**config.mk**
```make
export PLATFORM = sky130hd
export DESIGN_NAME = lz_divider
export DESIGN_NICKNAME = d
export VERILOG_FILES = /design/src/rtl/lz_divider.sv
export SDC_FILE = /design/constraint.sdc
export NUM_CORES = 1
export LEC_CHECK = 0
export CORE_MARGIN = 5
export CORE_UTILIZATION = 55
export DETAILED_ROUTE_END_ITERATION = 16
export PLACE_DENSITY = 0.79
export SYNTH_ARGS = -nofsm -noshare
export SYNTH_HDL_FRONTEND = slang
export SYNTH_SLANG_ARGS = --single-unit
```
**constraint.sdc**
```tcl
create_clock -name clk -period 3.4 [get_ports clk]
set_input_delay 0.51 -clock clk [delete_from_list [all_inputs] [get_ports clk]]
set_output_delay 0.51 -clock clk [all_outputs]
set_load 0.01 [all_outputs]
```
**src/rtl/lz_divider.sv**
```systemverilog
// lz_divider: multi-cycle 32-bit signed/unsigned divider for DIV/DIVU.
// Operand magnitudes are fed to two external leading-zero counters.
// Their counts pre-align the divisor, so only the significant quotient bits are iterated.
// Optional divide-by-zero flag output: define LZ_DIVIDER_DZ_FLAG_EN.
//
// state | meaning
// IDLE  | waiting for start; results held
// PREP  | lz counts valid; choose shortcut or aligned iteration
// ITER  | one restoring-division step per cycle, n steps
// FIX   | apply result signs, publish results, pulse done next cycle

module lz_divider #(
    parameter int WIDTH = 32
) (
    input  logic             clk,
    input  logic             rst_n,
    input  logic             start,
    input  logic             is_signed,
    input  logic [WIDTH-1:0] dividend,
    input  logic [WIDTH-1:0] divisor,
    output logic [WIDTH-1:0] mag_a,
    output logic [WIDTH-1:0] mag_b,
    input  logic [WIDTH-1:0] lz_a,
    input  logic [WIDTH-1:0] lz_b,
`ifdef LZ_DIVIDER_DZ_FLAG_EN
    output logic             div_zero,
`endif
    output logic             busy,
    output logic             done,
    output logic [WIDTH-1:0] quotient,
    output logic [WIDTH-1:0] remainder
);

    typedef enum logic [1:0] {
        S_IDLE = 2'd0,
        S_PREP = 2'd1,
        S_ITER = 2'd2,
        S_FIX  = 2'd3
    } state_t;

    state_t           state;
    logic [WIDTH-1:0] dividend_q;
    logic             sign_q;
    logic             sign_r;
    logic             skip_fix;
    logic [5:0]       cnt;
    logic [WIDTH-1:0] d_work;
    logic [WIDTH-1:0] r_work;
    logic [WIDTH-1:0] q_work;

    logic [5:0]       lz_a6;
    logic [5:0]       lz_b6;
    logic [5:0]       shift;
    logic             unused_lz;

    // Counts never exceed 32, so only the low six bits carry information.
    assign lz_a6     = lz_a[5:0];
    assign lz_b6     = lz_b[5:0];
    assign shift     = lz_b6 - lz_a6;
    assign unused_lz = ^{lz_a[WIDTH-1:6], lz_b[WIDTH-1:6]};

    // Divider sequencer: operand capture, alignment, iteration and sign fix-up.
    always_ff @(posedge clk or negedge rst_n) begin
        if (!rst_n) begin
            state      <= S_IDLE;
            busy       <= 1'b0;
            done       <= 1'b0;
            quotient   <= '0;
            remainder  <= '0;
            mag_a      <= '0;
            mag_b      <= '0;
            dividend_q <= '0;
            sign_q     <= 1'b0;
            sign_r     <= 1'b0;
            skip_fix   <= 1'b0;
            cnt        <= '0;
            d_work     <= '0;
            r_work     <= '0;
            q_work     <= '0;
`ifdef LZ_DIVIDER_DZ_FLAG_EN
            div_zero   <= 1'b0;
`endif
        end else begin
            done <= 1'b0;
            case (state)
                S_IDLE: begin
                    if (start) begin
                        dividend_q <= dividend;
                        mag_a      <= (is_signed && dividend[WIDTH-1]) ? -dividend : dividend;
                        mag_b      <= (is_signed && divisor[WIDTH-1])  ? -divisor  : divisor;
                        sign_q     <= is_signed && (dividend[WIDTH-1] ^ divisor[WIDTH-1]);
                        sign_r     <= is_signed && dividend[WIDTH-1];
                        busy       <= 1'b1;
                        state      <= S_PREP;
`ifdef LZ_DIVIDER_DZ_FLAG_EN
                        div_zero   <= 1'b0;
`endif
                    end
                end
                S_PREP: begin
                    if (mag_b == '0) begin
                        // Divide by zero returns the raw dividend; no sign fix-up applies.
                        q_work   <= '1;
                        r_work   <= dividend_q;
                        skip_fix <= 1'b1;
                        state    <= S_FIX;
                    end else if (lz_b6 < lz_a6) begin
                        q_work   <= '0;
                        r_work   <= mag_a;
                        skip_fix <= 1'b0;
                        state    <= S_FIX;
                    end else begin
                        q_work   <= '0;
                        r_work   <= mag_a;
                        d_work   <= mag_b << shift;
                        cnt      <= shift + 6'd1;
                        skip_fix <= 1'b0;
                        state    <= S_ITER;
                    end
                end
                S_ITER: begin
                    if (r_work >= d_work) begin
                        r_work <= r_work - d_work;
                        q_work <= {q_work[WIDTH-2:0], 1'b1};
                    end else begin
                        q_work <= {q_work[WIDTH-2:0], 1'b0};
                    end
                    d_work <= d_work >> 1;
                    cnt    <= cnt - 6'd1;
                    if (cnt == 6'd1) begin
                        state <= S_FIX;
                    end
                end
                S_FIX: begin
                    quotient  <= (sign_q && !skip_fix) ? -q_work : q_work;
                    remainder <= (sign_r && !skip_fix) ? -r_work : r_work;
                    done      <= 1'b1;
                    busy      <= 1'b0;
                    state     <= S_IDLE;
`ifdef LZ_DIVIDER_DZ_FLAG_EN
                    div_zero  <= skip_fix;
`endif
                end
                default: state <= S_IDLE;
            endcase
        end
    end

endmodule

```
==> Word level (Yosys, flattened, before mapping) <==
Cells that the tools add are included.
{ "word_totals": {"ff_bits": 269} }
{ "op_classes": {"reduce_logical": 15, "bitwise": 1, "n_addsub": 8, "mux": 25, "eq_ne": 9, "order_cmp": 2, "shifts": 1} }
{ "op_table": {"columns": ["cell", "n"], "rows": [
  ["$mux 32", 9],
  ["$pmux 32 s2", 3],
  ["$neg 32->32", 4],
  ["$ge 32x32->1", 1],
  ["$logic_not 32->1", 1],
  ["$shl 32x6->32", 1],
  ["$sub 32x32->32", 1],
  ["$mux 6", 2],
  ["$pmux 6 s2", 1],
  ["$ne 2x2->1 const B", 5],
  ["$pmux 2 s4", 1],
  ["$reduce_and 2->1", 4],
  ["$add 6x1->6 const B", 1],
  ["$eq 6x1->1 const B", 1],
  ["$lt 6x6->1", 1],
  ["$mux 1", 6],
  ["$sub 6x1->6 const B", 1],
  ["$sub 6x6->6", 1],
  ["$logic_and 1x1->1", 5],
  ["$eq 2x2->1 const B", 2],
  ["$mux 2", 2],
  ["$reduce_bool 2->1", 2],
  ["$reduce_and 3->1", 1],
  ["$eq 2x1->1 const B", 1],
  ["other kinds (4)", 4]
]} }

==> Longest topological paths before layout <==
{ "logic_depth": {"depth_word": 5, "ltp_mapped": 16} }

==> Worst setup path before layout <==
OpenSTA, ideal clock, no wires.
{ "synth_path": {"path_type": "input port to flip-flop", "from": "input lz_b[0]", "to": "register d_work[29]", "arrival_time_ns": 2.979, "t_required_ns": 3.281, "setup_slack_ns": 0.302, "n_path_buf": 2, "path_stages": 12, "cell_sequence": "inv_1 -> ha_1 -> inv_1 -> fa_1 -> buf_2 -> buf_2 -> mux4_2 -> mux2i_1 -> mux2i_1 -> a21oi_1 -> o311ai_0 -> o21a_1"} }
{ "synth_between": {"elab_chain_cells": 5, "word_cells_on_any_way": 8, "cone_classes": "add/sub (1); order compare (1); eq/ne (1); shift (1); mux (3); reduce/logical (1)"} }
{ "synth_lines": {"columns": ["item", "line_no", "source"], "rows": [
  ["start: declaration", "24", "input logic [WIDTH-1:0] lz_b,"],
  ["$sub 6x6->6", "59", "assign shift = lz_b6 - lz_a6;"],
  ["$shl 32x6->32", "115", "d_work <= mag_b << shift;"],
  ["$mux 32", "107", "end else if (lz_b6 < lz_a6) begin"],
  ["$mux 32", "101", "if (mag_b == '0) begin"],
  ["$pmux 32 s2", "85", "case (state)"],
  ["end signal: assignment", "115", null],
  ["end signal: assignment", "128", "d_work <= d_work >> 1;"],
  ["end: declaration", "47", "logic [WIDTH-1:0] d_work;"]
]} }
Several ways; a longest one is shown, not always the timed one. The select of a mux whose other input is x is not followed.
A chain may end at the register's enable or synchronous reset.

==> Worst setup path after layout <==
{ "layout_path": {"from": "register r_work[0]", "to": "register r_work[29]"} }
{ "layout_between": {"elab_chain_cells": 3, "word_cells_on_any_way": 6, "cone_classes": "add/sub (1); order compare (1); eq/ne (1); mux (2); reduce/logical (1)"} }
{ "layout_lines": {"columns": ["item", "line_no", "source"], "rows": [
  ["start: declaration", "48", "logic [WIDTH-1:0] r_work;"],
  ["start signal: assignment", "104", "r_work <= dividend_q;"],
  ["start signal: assignment", "109", "r_work <= mag_a;"],
  ["start signal: assignment", "114", "r_work <= mag_a;"],
  ["$sub 32x32->32 / $ge 32x32->1 (equally long branches)", "123, 122", null],
  ["$mux 32 / $ne 2x2->1 (equally long branches)", null, null],
  ["$pmux 32 s2 / $reduce_and 2->1 (equally long branches)", null, null]
]} }
Several ways; a longest one is shown, not always the timed one. The select of a mux whose other input is x is not followed.

==> out/metrics.yaml <==
status: "complete, no violations"
dr.pass1.iters: 5
reg2reg_to: "r_work[29]"
grt_first_pass_wirelength_um: 77300
final-hold-violation-count: 0
clock_latency_ns: 0.55
stdcell_area_um2: 21000
vias: 15800
r2r-start: "r_work[0]"
slew_headroom_pct: 25.3
period_share_pct: 93.8
synth.distinct_cells: 77
vias_per_cell: 5.88
die_h_um: 187
synth_warnings: 0
hold_path.class: "in -> async"
setup_viol: 0
met2_length_um: 21600
routabilityCongestion: 0.920
sw_frac_of_total_pct: 44.9
pwr-share-clk_pct: 13.6
critPathLaunchType: "flip-flop"
dr_wl_met3_um: 3060
power.switching_w: 0.00995
ant_nets: 0
worstRegToRegCells: 13
final_common_cell: "nand2_1"
ys.flop_type: "dfrtp_1"
p_int_w: 0.0122
crit_path_end: "r_work[29]"
io_buffers: 209
crit_arrival_ns: 3.60
drc: 0
dp_hpwl_um: 34700
avgSynthCellArea_um2: 8.30
final_nets: 2453
place_area_um2: 20100
num_rows: 64
comb_power_share_pct: 57.3
synthCells: 2071
grtUsageTotal_pct: 25.9
wl_um: 46900
worst_slew_pin_slew_ns: 1.12
power_frac_seq_pct: 29.1
top_layer: "met4"
ys_seq_area_share_pct: 39.0
hold_ws_ns: 0.458
ys_seq_elements: 268
synthArstFlopShare_pct: 100
io_pins: 262
cts_tree: "yes"
maxSlewViolCount: 0
nFillCells: 2489
crit_required_ns: 3.81
final_core_util_pct: 68.3
netlist_area_um2: 17200
cts_buffer_depth: 3
die_area_um2: 34900
endpoint_kind: "flip-flop"
antenna_found_initial: 0
cts_inserted_buffers: 29
path_clk_slew_ns: 0.06
diodes: 0
startpoint: "r_work[0]"
cts_setup_buffers: 0
cp_max_fo: 4
drv_cap: 0
fin_crit_ns: 3.19
drive_above_1_share_pct: 8.43
wl_met1_um: 21300
synth-edff-count: 0
grt_overflow_total: 0
grt_max_degree: 148
grt_pass1_vias: 15200
r2r_slack_ns: 0.21
wl_per_cell_um: 17.5
initial_core_util_pct: 55.9
p_leak_nw: 9.03
power_density_nw_per_um2: 1060
fmax_ghz: 0.314
area_growth_pct: 22.2
die_width_um: 187
vdd_drop_max_uv: 579
core_um2: 30700
cts-htree-levels: 1
clock_sinks: 268
rsz0062_at_grt: "no"
final_cell_mix: "nand2_1, dfrtp_1, nor2_1"
clock-root-buffer: "clkbuf_16"
synth_nets: 2254
finClkSkew_ns: 0.0158
drt-initial-drc-count: 1329
worst-setup-path-type: "reg -> reg"
[layout make-up]
class | count | area (um^2) | share of cell area [%]
clock buffer | 41 | 811 | 3.86
clock inverter | 10 | 91.3 | 0.435
inverter | 75 | 282 | 1.34
multi-input combinational | 1600 | 9740 | 46.4
sequential | 268 | 6710 | 31.9
tap | 396 | 495 | 2.36
timing repair buffer | 296 | 2880 | 13.7
[state kept, by name, summed over array words and instances, names as in the netlist, 31 cells and up]
signal,flops
mag_b,32
r_work,32
quotient,32
mag_a,32
dividend_q,31
d_work,32
q_work,32
remainder,32
[power groups by stage]
stage / Sequential (W) / Clock (W) / Combinational [W]
after detailed placement: 0.00647 / 0 / 0.0126
after floorplan: 0.00633 / 0 / 0.00820
final: 0.00646 / 0.00301 / 0.0127
after global placement: 0.00637 / 0 / 0.0123
after CTS: 0.00643 / 0.00306 / 0.0127
after global routing: 0.00669 / 0.00319 / 0.0141
[per-layer routing]
| metal | vias up | track usage (%) |
|---|---|---|
| met4 | 0 | 5.43 |
| met3 | 66 | 3.98 |
| met5 | - | 0 |
| li1 | 7659 | - |
| met1 | 7529 | 37.7 |
| met2 | 535 | 41.7 |
[timing repair]
action | in CTS | in global routing
resized for setup | 0 | 2
setup endpoints to repair | 0 | 3
hold buffers | 1 | 0
hold endpoints to repair | 41 | 0
[cell families (layout without fill, tap and decap cells)]
kind of cell	after synthesis	in the layout	synth area share [%]
compound gates	571	571	19.7
xor+xnor	149	149	7.59
fa+ha+maj	51	51	3.80
buf+inv	203	422	4.83
flops	268	268	39.0
mux	83	83	6.25
simple gates	746	746	18.8
[worst max-delay path, stage by stage (launching register included)]
cell and delay, ns:
dfrtp_1 0.34, inv_1 0.09, ha_1 0.21, fa_1 0.40
nor2b_1 0.14, o21a_1 0.17, o21ai_0 0.11, a21oi_2 0.27
a31o_2 0.21, o21ai_1 0.11, and2_1 0.23, a2111oi_0 0.50
buf_4 0.22, a221oi_1 0.05
[how the worst min path moves through the flow]
stage | start | end | slack (ns) | cells past startpoint
after CTS | rst_n | quotient[10] | 0.45 | 2
final | rst_n | quotient[10] | 0.46 | 2
after detailed placement | rst_n | quotient[10] | 0.43 | 1
after global routing | rst_n | quotient[10] | 0.47 | 2
after global placement | rst_n | quotient[11] | 0.43 | 1
after floorplan | rst_n | busy | 0.21 | 0
[Yosys cell counts, drive strengths merged (8+ instances only)]
cell / instances / area (um^2)
dfrtp: 268 / 6710
xor2: 59 / 517
o41ai: 13 / 129
buf: 22 / 150
nand2: 346 / 1300
nand2b: 13 / 81.3
ha: 49 / 613
a22oi: 24 / 180
o21a: 14 / 105
nor2b: 10 / 62.6
a211oi: 10 / 75.1
xnor2: 90 / 788
nor2: 236 / 886
clkbuf: 106 / 399
nand4: 10 / 62.6
nand3: 25 / 125
o22ai: 8 / 50.1
nor4: 32 / 215
a21o: 22 / 169
o21ai: 165 / 826
o31ai: 13 / 97.6
inv: 75 / 282
and2: 8 / 51.3
mux4: 18 / 405
nor3: 27 / 151
mux2i: 50 / 500
a31oi: 46 / 288
mux2: 15 / 169
a21oi: 210 / 1050
[metrics by stage]
| stage | setup slack [ns] | TNS (ns) | power [W] | cells |
|---|---|---|---|---|
| 2_1_floorplan | 0.302 | 0 | 0.0145 | 2071 |
| 6_report | 0.212 | 0 | 0.0222 | 2686 |
| 5_1_grt | 0.0000253 | 0 | 0.0240 | 2686 |
| 4_1_cts | 0.127 | 0 | 0.0221 | 2686 |
| 3_5_place_dp | -0.147 | -1.49 | 0.0190 | 2634 |
| 3_3_place_gp | -0.118 | -0.831 | 0.0186 | 2634 |
Note: power is estimated with default switching activity, not from simulation.
